$ cat src/rtl/bellek_hakem.sv
// bellek_hakem: arbitrates the L1B (instruction) and L1V (data) miss ports onto one memory port.
// Optional build macro BELLEK_HAKEM_DONUSUMLU_EN selects round-robin collision priority.
module bellek_hakem #(
  parameter int unsigned ADRES_GENISLIGI = 32,
  parameter int unsigned VERI_GENISLIGI  = 32,
  parameter int unsigned MASKE_GENISLIGI = VERI_GENISLIGI / 8
) (
  input  logic                       clk_i,
  input  logic                       rst_i,
  // L1B miss port (read only)
  input  logic [ADRES_GENISLIGI-1:0] l1b_adres_i,
  input  logic                       l1b_gecerli_i,
  output logic [VERI_GENISLIGI-1:0]  l1b_veri_o,
  output logic                       l1b_hazir_o,
  // L1V miss port
  input  logic [ADRES_GENISLIGI-1:0] l1v_adres_i,
  input  logic                       l1v_gecerli_i,
  input  logic                       l1v_yaz_i,
  input  logic [MASKE_GENISLIGI-1:0] l1v_maske_i,
  input  logic [VERI_GENISLIGI-1:0]  l1v_veri_i,
  output logic [VERI_GENISLIGI-1:0]  l1v_veri_o,
  output logic                       l1v_hazir_o,
  // lower-level memory port
  output logic [ADRES_GENISLIGI-1:0] bellek_adres_o,
  output logic                       bellek_gecerli_o,
  output logic                       bellek_yaz_o,
  output logic [MASKE_GENISLIGI-1:0] bellek_maske_o,
  output logic [VERI_GENISLIGI-1:0]  bellek_veri_o,
  input  logic [VERI_GENISLIGI-1:0]  bellek_veri_i,
  input  logic                       bellek_hazir_i
);

  typedef enum logic [1:0] {
    BOSTA = 2'd0,
    ISTEK = 2'd1,
    YANIT = 2'd2
  } durum_e;

  durum_e                     durum_q, durum_d;
  logic                       kimlik_q, kimlik_d;   // winner: 0 = L1B, 1 = L1V
  logic [ADRES_GENISLIGI-1:0] adres_q, adres_d;
  logic                       yaz_q, yaz_d;
  logic [MASKE_GENISLIGI-1:0] maske_q, maske_d;
  logic [VERI_GENISLIGI-1:0]  yveri_q, yveri_d;
  logic                       gecerli_q, gecerli_d;
  logic                       l1b_hazir_q, l1b_hazir_d;
  logic                       l1v_hazir_q, l1v_hazir_d;
  logic [VERI_GENISLIGI-1:0]  l1b_veri_q, l1b_veri_d;
  logic [VERI_GENISLIGI-1:0]  l1v_veri_q, l1v_veri_d;
  logic                       l1v_secilir;

`ifdef BELLEK_HAKEM_DONUSUMLU_EN
  // Reset value 0 means L1V is preferred on a collision.
  logic oncelik_b_q, oncelik_b_d;
  assign l1v_secilir = l1v_gecerli_i && !(l1b_gecerli_i && oncelik_b_q);
`else
  assign l1v_secilir = l1v_gecerli_i;
`endif

  // Next-state and registered-output logic
  always_comb begin
    durum_d     = durum_q;
    kimlik_d    = kimlik_q;
    adres_d     = adres_q;
    yaz_d       = yaz_q;
    maske_d     = maske_q;
    yveri_d     = yveri_q;
    gecerli_d   = gecerli_q;
    l1b_hazir_d = 1'b0;
    l1v_hazir_d = 1'b0;
    l1b_veri_d  = l1b_veri_q;
    l1v_veri_d  = l1v_veri_q;
`ifdef BELLEK_HAKEM_DONUSUMLU_EN
    oncelik_b_d = oncelik_b_q;
`endif

    unique case (durum_q)
      BOSTA: begin
        if (l1b_gecerli_i || l1v_gecerli_i) begin
          kimlik_d  = l1v_secilir;
          adres_d   = l1v_secilir ? l1v_adres_i : l1b_adres_i;
          yaz_d     = l1v_secilir && l1v_yaz_i;
          maske_d   = l1v_secilir ? l1v_maske_i : '1;
          yveri_d   = l1v_secilir ? l1v_veri_i : '0;
          gecerli_d = 1'b1;
          durum_d   = ISTEK;
        end
      end

      ISTEK: begin
        if (bellek_hazir_i) begin
          gecerli_d = 1'b0;
          durum_d   = YANIT;
          if (kimlik_q) begin
            l1v_hazir_d = 1'b1;
            l1v_veri_d  = yaz_q ? '0 : bellek_veri_i;
          end else begin
            l1b_hazir_d = 1'b1;
            l1b_veri_d  = bellek_veri_i;
          end
        end
      end

      YANIT: begin
        // Requests still held during the response cycle are not re-sampled here.
        durum_d = BOSTA;
`ifdef BELLEK_HAKEM_DONUSUMLU_EN
        oncelik_b_d = kimlik_q;
`endif
      end

      default: durum_d = BOSTA;
    endcase
  end

  always_ff @(posedge clk_i) begin
    if (rst_i) begin
      durum_q     <= BOSTA;
      kimlik_q    <= 1'b0;
      adres_q     <= '0;
      yaz_q       <= 1'b0;
      maske_q     <= '0;
      yveri_q     <= '0;
      gecerli_q   <= 1'b0;
      l1b_hazir_q <= 1'b0;
      l1v_hazir_q <= 1'b0;
      l1b_veri_q  <= '0;
      l1v_veri_q  <= '0;
`ifdef BELLEK_HAKEM_DONUSUMLU_EN
      oncelik_b_q <= 1'b0;
`endif
    end else begin
      durum_q     <= durum_d;
      kimlik_q    <= kimlik_d;
      adres_q     <= adres_d;
      yaz_q       <= yaz_d;
      maske_q     <= maske_d;
      yveri_q     <= yveri_d;
      gecerli_q   <= gecerli_d;
      l1b_hazir_q <= l1b_hazir_d;
      l1v_hazir_q <= l1v_hazir_d;
      l1b_veri_q  <= l1b_veri_d;
      l1v_veri_q  <= l1v_veri_d;
`ifdef BELLEK_HAKEM_DONUSUMLU_EN
      oncelik_b_q <= oncelik_b_d;
`endif
    end
  end

  assign bellek_adres_o   = adres_q;
  assign bellek_gecerli_o = gecerli_q;
  assign bellek_yaz_o     = yaz_q;
  assign bellek_maske_o   = maske_q;
  assign bellek_veri_o    = yveri_q;
  assign l1b_hazir_o      = l1b_hazir_q;
  assign l1b_veri_o       = l1b_veri_q;
  assign l1v_hazir_o      = l1v_hazir_q;
  assign l1v_veri_o       = l1v_veri_q;

endmodule

$ cat config.mk
export PLATFORM = sky130hd
export DESIGN_NAME = bellek_hakem
export DESIGN_NICKNAME = d
export VERILOG_FILES = /design/src/rtl/bellek_hakem.sv
export SDC_FILE = /design/constraint.sdc
export NUM_CORES = 1
export LEC_CHECK = 0
export CAP_MARGIN = 20
export CORE_AREA = 10 10 137 139
export DETAILED_ROUTE_END_ITERATION = 7
export DIE_AREA = 0 0 147 149
export PLACE_DENSITY = 0.73
export SYNTH_ARGS = -nofsm -noshare
export SYNTH_HDL_FRONTEND = slang
export SYNTH_SLANG_ARGS = --single-unit
$ cat constraint.sdc
create_clock -name clk_i -period 1.2 [get_ports clk_i]
set_input_delay 0.24 -clock clk_i [delete_from_list [all_inputs] [get_ports clk_i]]
set_output_delay 0.24 -clock clk_i [all_outputs]
set_load 0.02 [all_outputs]
==> summary by stage <==
Layout
Compared with the post-synthesis result, the final layout area differs by 74.2%. In the final design database the tool counted 1070 nets. The diode insertion count for antenna repair is 0. Cells with a size suffix above 1 make up 44.5% of the layout.

The final non-filler cell total is between 1000 and 1500.

Placed design
Counting tap cells, the placed design contains a total of 1106 instances. The final HPWL from detailed placement is 14600 microns. In this run the tool buffered the top-level ports with 273 buffer cells. The worst setup slack before clock tree synthesis is -387 ps. The global placer's final weighted congestion is a little under 0.8.

Timing
The pin slew with the least headroom to its limit is about 280 ps. The number of slew-limit violations in the final report is 0. For the finished layout, the period the worst path requires is 1360 ps. Setup repair after global routing could not meet its margin everywhere. The final-report setup violation count is 105. The number of hold violations in the final report came to 0.

After layout, the worst setup slack is -165 ps. The fmax is about 730 MHz. Measured against its own limit, the worst slew margin works out to between 80 and 90%. The clock skew is ~9.4 ps. The post-route clock period utilization is 114%.

Power and ir drop
Across the VDD grid, the largest voltage drop is approximately 0.92 mV. The total power divided by cell area is 1400 nW/um^2. The analysis attributes to cell leakage a power of 4.08 nW.

Floorplanning
The core region area is 16200 sq um. The horizontal die dimension is roughly 150 microns. The number of top-level pins is 274. The floorplan step defined a die boundary enclosing between 20000 and 25000 sq um.

The die extent in y is approximately 150 microns. Once the floorplan was initialized, standard cells occupied between 30% and 40% of the core. The row count is 47.

Synthesis
The top cell type by area accounts for 48.1% of the synthesized area. The Yosys step of the flow raised 0 warnings. The total of flip-flops plus latches after synthesis is between 100 and 150. The share of synthesized area occupied by flip-flops and latches is 48.1%. The biggest area consumer among synthesized cells is sky130_fd_sc_hd__dfxtp_1.

After synthesis, the netlist uses 29 different library cells. The count of mapped cells out of synthesis is 620. The netlist area before placement is 5790 sq um. In this run the mean area of a mapped cell was 9.33 sq um. The number of nets in the synthesized netlist is 758. Yosys attributes the largest share of cell area to sky130_fd_sc_hd__dfxtp_1 (48%), sky130_fd_sc_hd__a21oi_1 (10%), sky130_fd_sc_hd__nand2_1 (8.5%).

Critical path
The critical path is of the register to register type. In this design, the stage delay of the slowest critical-path cell is approximately 360 ps. The largest individual stage delay along the critical path comes from the cell sky130_fd_sc_hd__and4bb_4. In this run the worst path has a maximum fanout of 8. STA classifies the critical path startpoint as a register. STA puts the critical path data required time at between 1500 and 2000 ps. The type of element capturing the critical path is a register.

At the worst endpoint, the arrival time is 1720 ps. The critical path goes through buf_6 > and4bb_4 > buf_6 > clkbuf_16 > nand2_1 > a21oi_1. By instance count, the cell type seen most on the critical path is sky130_fd_sc_hd__buf_6.

Min path
In this run the worst hold path is classified as input pin to register.

Drt
The final antenna-violating net count is 0. The final routed DRC violation total is 0. The detailed-route via count is 5753.

For this block, the routed nets add up to 22800 microns of wire. The first-pass iteration count of the detailed router is 4. The number of vias per cell after detailed routing is between 4 and 5. After detailed routing, the average wire length per cell comes to 19.6 microns. After the first detailed-routing iteration, the DRC count stood at 254.

Global route
The maximum number of pins on one net before global-route repair is 47. The first global-routing pass estimated 31900 microns of wire. The number of global-route vias before repair is 5469. The total global-route track usage is 18.3%.

Summed over all layers, the global routing overflow is 0. The initial antenna violation count was 0.

Clocking
The cell at the root of the clock tree is sky130_fd_sc_hd__clkbuf_16. The clock buffer count from CTS is 17. TritonCTS built the clock tree. For the worst-skew pair, the clock arrives at the later sink with an insertion delay of 420 ps. The clock-pin slew on the worst setup and hold paths is 60 ps. The maximum root-to-sink buffer count is 2. The number of H-tree levels is 4.

For this design, the sink count on the clock tree is 139. After clock tree synthesis, the flow added hold-fix buffers numbering 0.

Outcome
The final reports fail on setup timing. The flow ran to the end, but the final reports show violations.

Job
Across the run, the number of max-cap violations was 0.
[final cells by class]
cell class,instances,area [sq um]
Clock buffer,21,470
Multi-Input combinational cell,421,2980
Tap cell,220,275
Inverter,1,3.75
Fill cell,1391,6100
Timing Repair Buffer,352,3350
Sequential cell,139,2810
Clock inverter,10,189
[routing by layer]
| layer | wire length [microns] | up-vias | global-route usage [%] |
|---|---|---|---|
| met2 | 11600 | 190 | 31.6 |
| li1 | - | 2782 | - |
| met1 | 9090 | 2751 | 20.2 |
| met4 | 452 | 0 | 6.69 |
| met5 | 0 | - | 0 |
| met3 | 1660 | 30 | 6.89 |
[Yosys cell counts (all sizes together)]
cell	number
a21oi	136
clkbuf	19
a211oi	32
nor3	4
buf	40
nor3b	1
nand2	131
inv	1
nand4b	1
nand4bb	1
dfxtp	139
nor2	10
o21ai	34
mux2i	32
and4b	1
nand3b	33
or2	2
and4bb	1
or3b	2
[worst max-delay path: cells and delay by family (launching register included)]
family	cells	cell delay, ps
AOI/OAI and AO/OA	1	110
buffers and inverters	3	420
DFF	1	350
and+or+nand+nor	2	420
[power by group]
part / internal (mW) / switching [mW]
sequential: 4.91 / 0.153
clock: 3.85 / 2.01
combinational: 1.63 / 1.61
total: 10.4 / 3.77
[metrics by stage]
step	area [sq um]	utilization (%)	TNS, ps	total power, mW	hold slack (ps)
5_1_grt	10100	62.3	-15840	14.7	200
2_1_floorplan	5790	-	-2440	6.55	376
3_5_place_dp	8940	55.3	-42450	7.97	443
6_report	10100	62.3	-9280	14.2	201
3_3_place_gp	8940	55.3	-39390	7.94	438
4_1_cts	9180	56.8	-8680	13.7	168
[worst paths after layout]
kind	startpoint	to	slack [ps]	cells past startpoint
max	durum_q[1]	l1b_veri_o[5]	-160	6
min	rst_i	bellek_adres_o[24]	200	2
max reg2reg	durum_q[1]	l1b_veri_o[5]	-160	6
min reg2reg	l1v_veri_o[4]	l1v_veri_o[4]	450	2
[layout by cell type (no fill, tap or decap), types with 6 or more instances in the layout]
master and count:
sky130_fd_sc_hd__clkbuf_16 26, sky130_fd_sc_hd__clkdlybuf4s50_1 135, sky130_fd_sc_hd__buf_2 75, sky130_fd_sc_hd__nand2_2 34, sky130_fd_sc_hd__buf_6 11, sky130_fd_sc_hd__a21oi_1 65, sky130_fd_sc_hd__buf_12 20, sky130_fd_sc_hd__nand3b_1 33
sky130_fd_sc_hd__buf_4 95, sky130_fd_sc_hd__mux2i_1 32, sky130_fd_sc_hd__a21oi_4 6, sky130_fd_sc_hd__nand2_4 7, sky130_fd_sc_hd__a21oi_2 65, sky130_fd_sc_hd__o21ai_1 31, sky130_fd_sc_hd__a211oi_2 30, sky130_fd_sc_hd__dfxtp_1 125
sky130_fd_sc_hd__nand2_1 90, sky130_fd_sc_hd__dfxtp_2 12
[logic make-up after synthesis]
group	synth area share, %
muxes	5.54
and+or+nand+nor	16.0
AOI/OAI and AO/OA	22.8
DFF	48.1
buffers and inverters	7.57
[registers in the layout, summed over array words and instances, names as in the netlist]
| name | cells |
|---|---|
| l1b_hazir_o | 1 |
| kimlik_q | 1 |
| bellek_yaz_o | 1 |
| bellek_veri_o | 32 |
| bellek_adres_o | 32 |
| bellek_maske_o | 4 |
| l1b_veri_o | 32 |
| l1v_hazir_o | 1 |
| durum_q | 2 |
| l1v_veri_o | 32 |
| bellek_gecerli_o | 1 |
[what timing repair did]
action,4_1_cts,5_1_grt
pin swaps,18,87
endpoints found under the hold margin,0,0
gates resized for setup,571,210
setup endpoints to repair,270,189
cloned,5,11
setup buffers,5,6
Power figures use the tool's default switching activity.
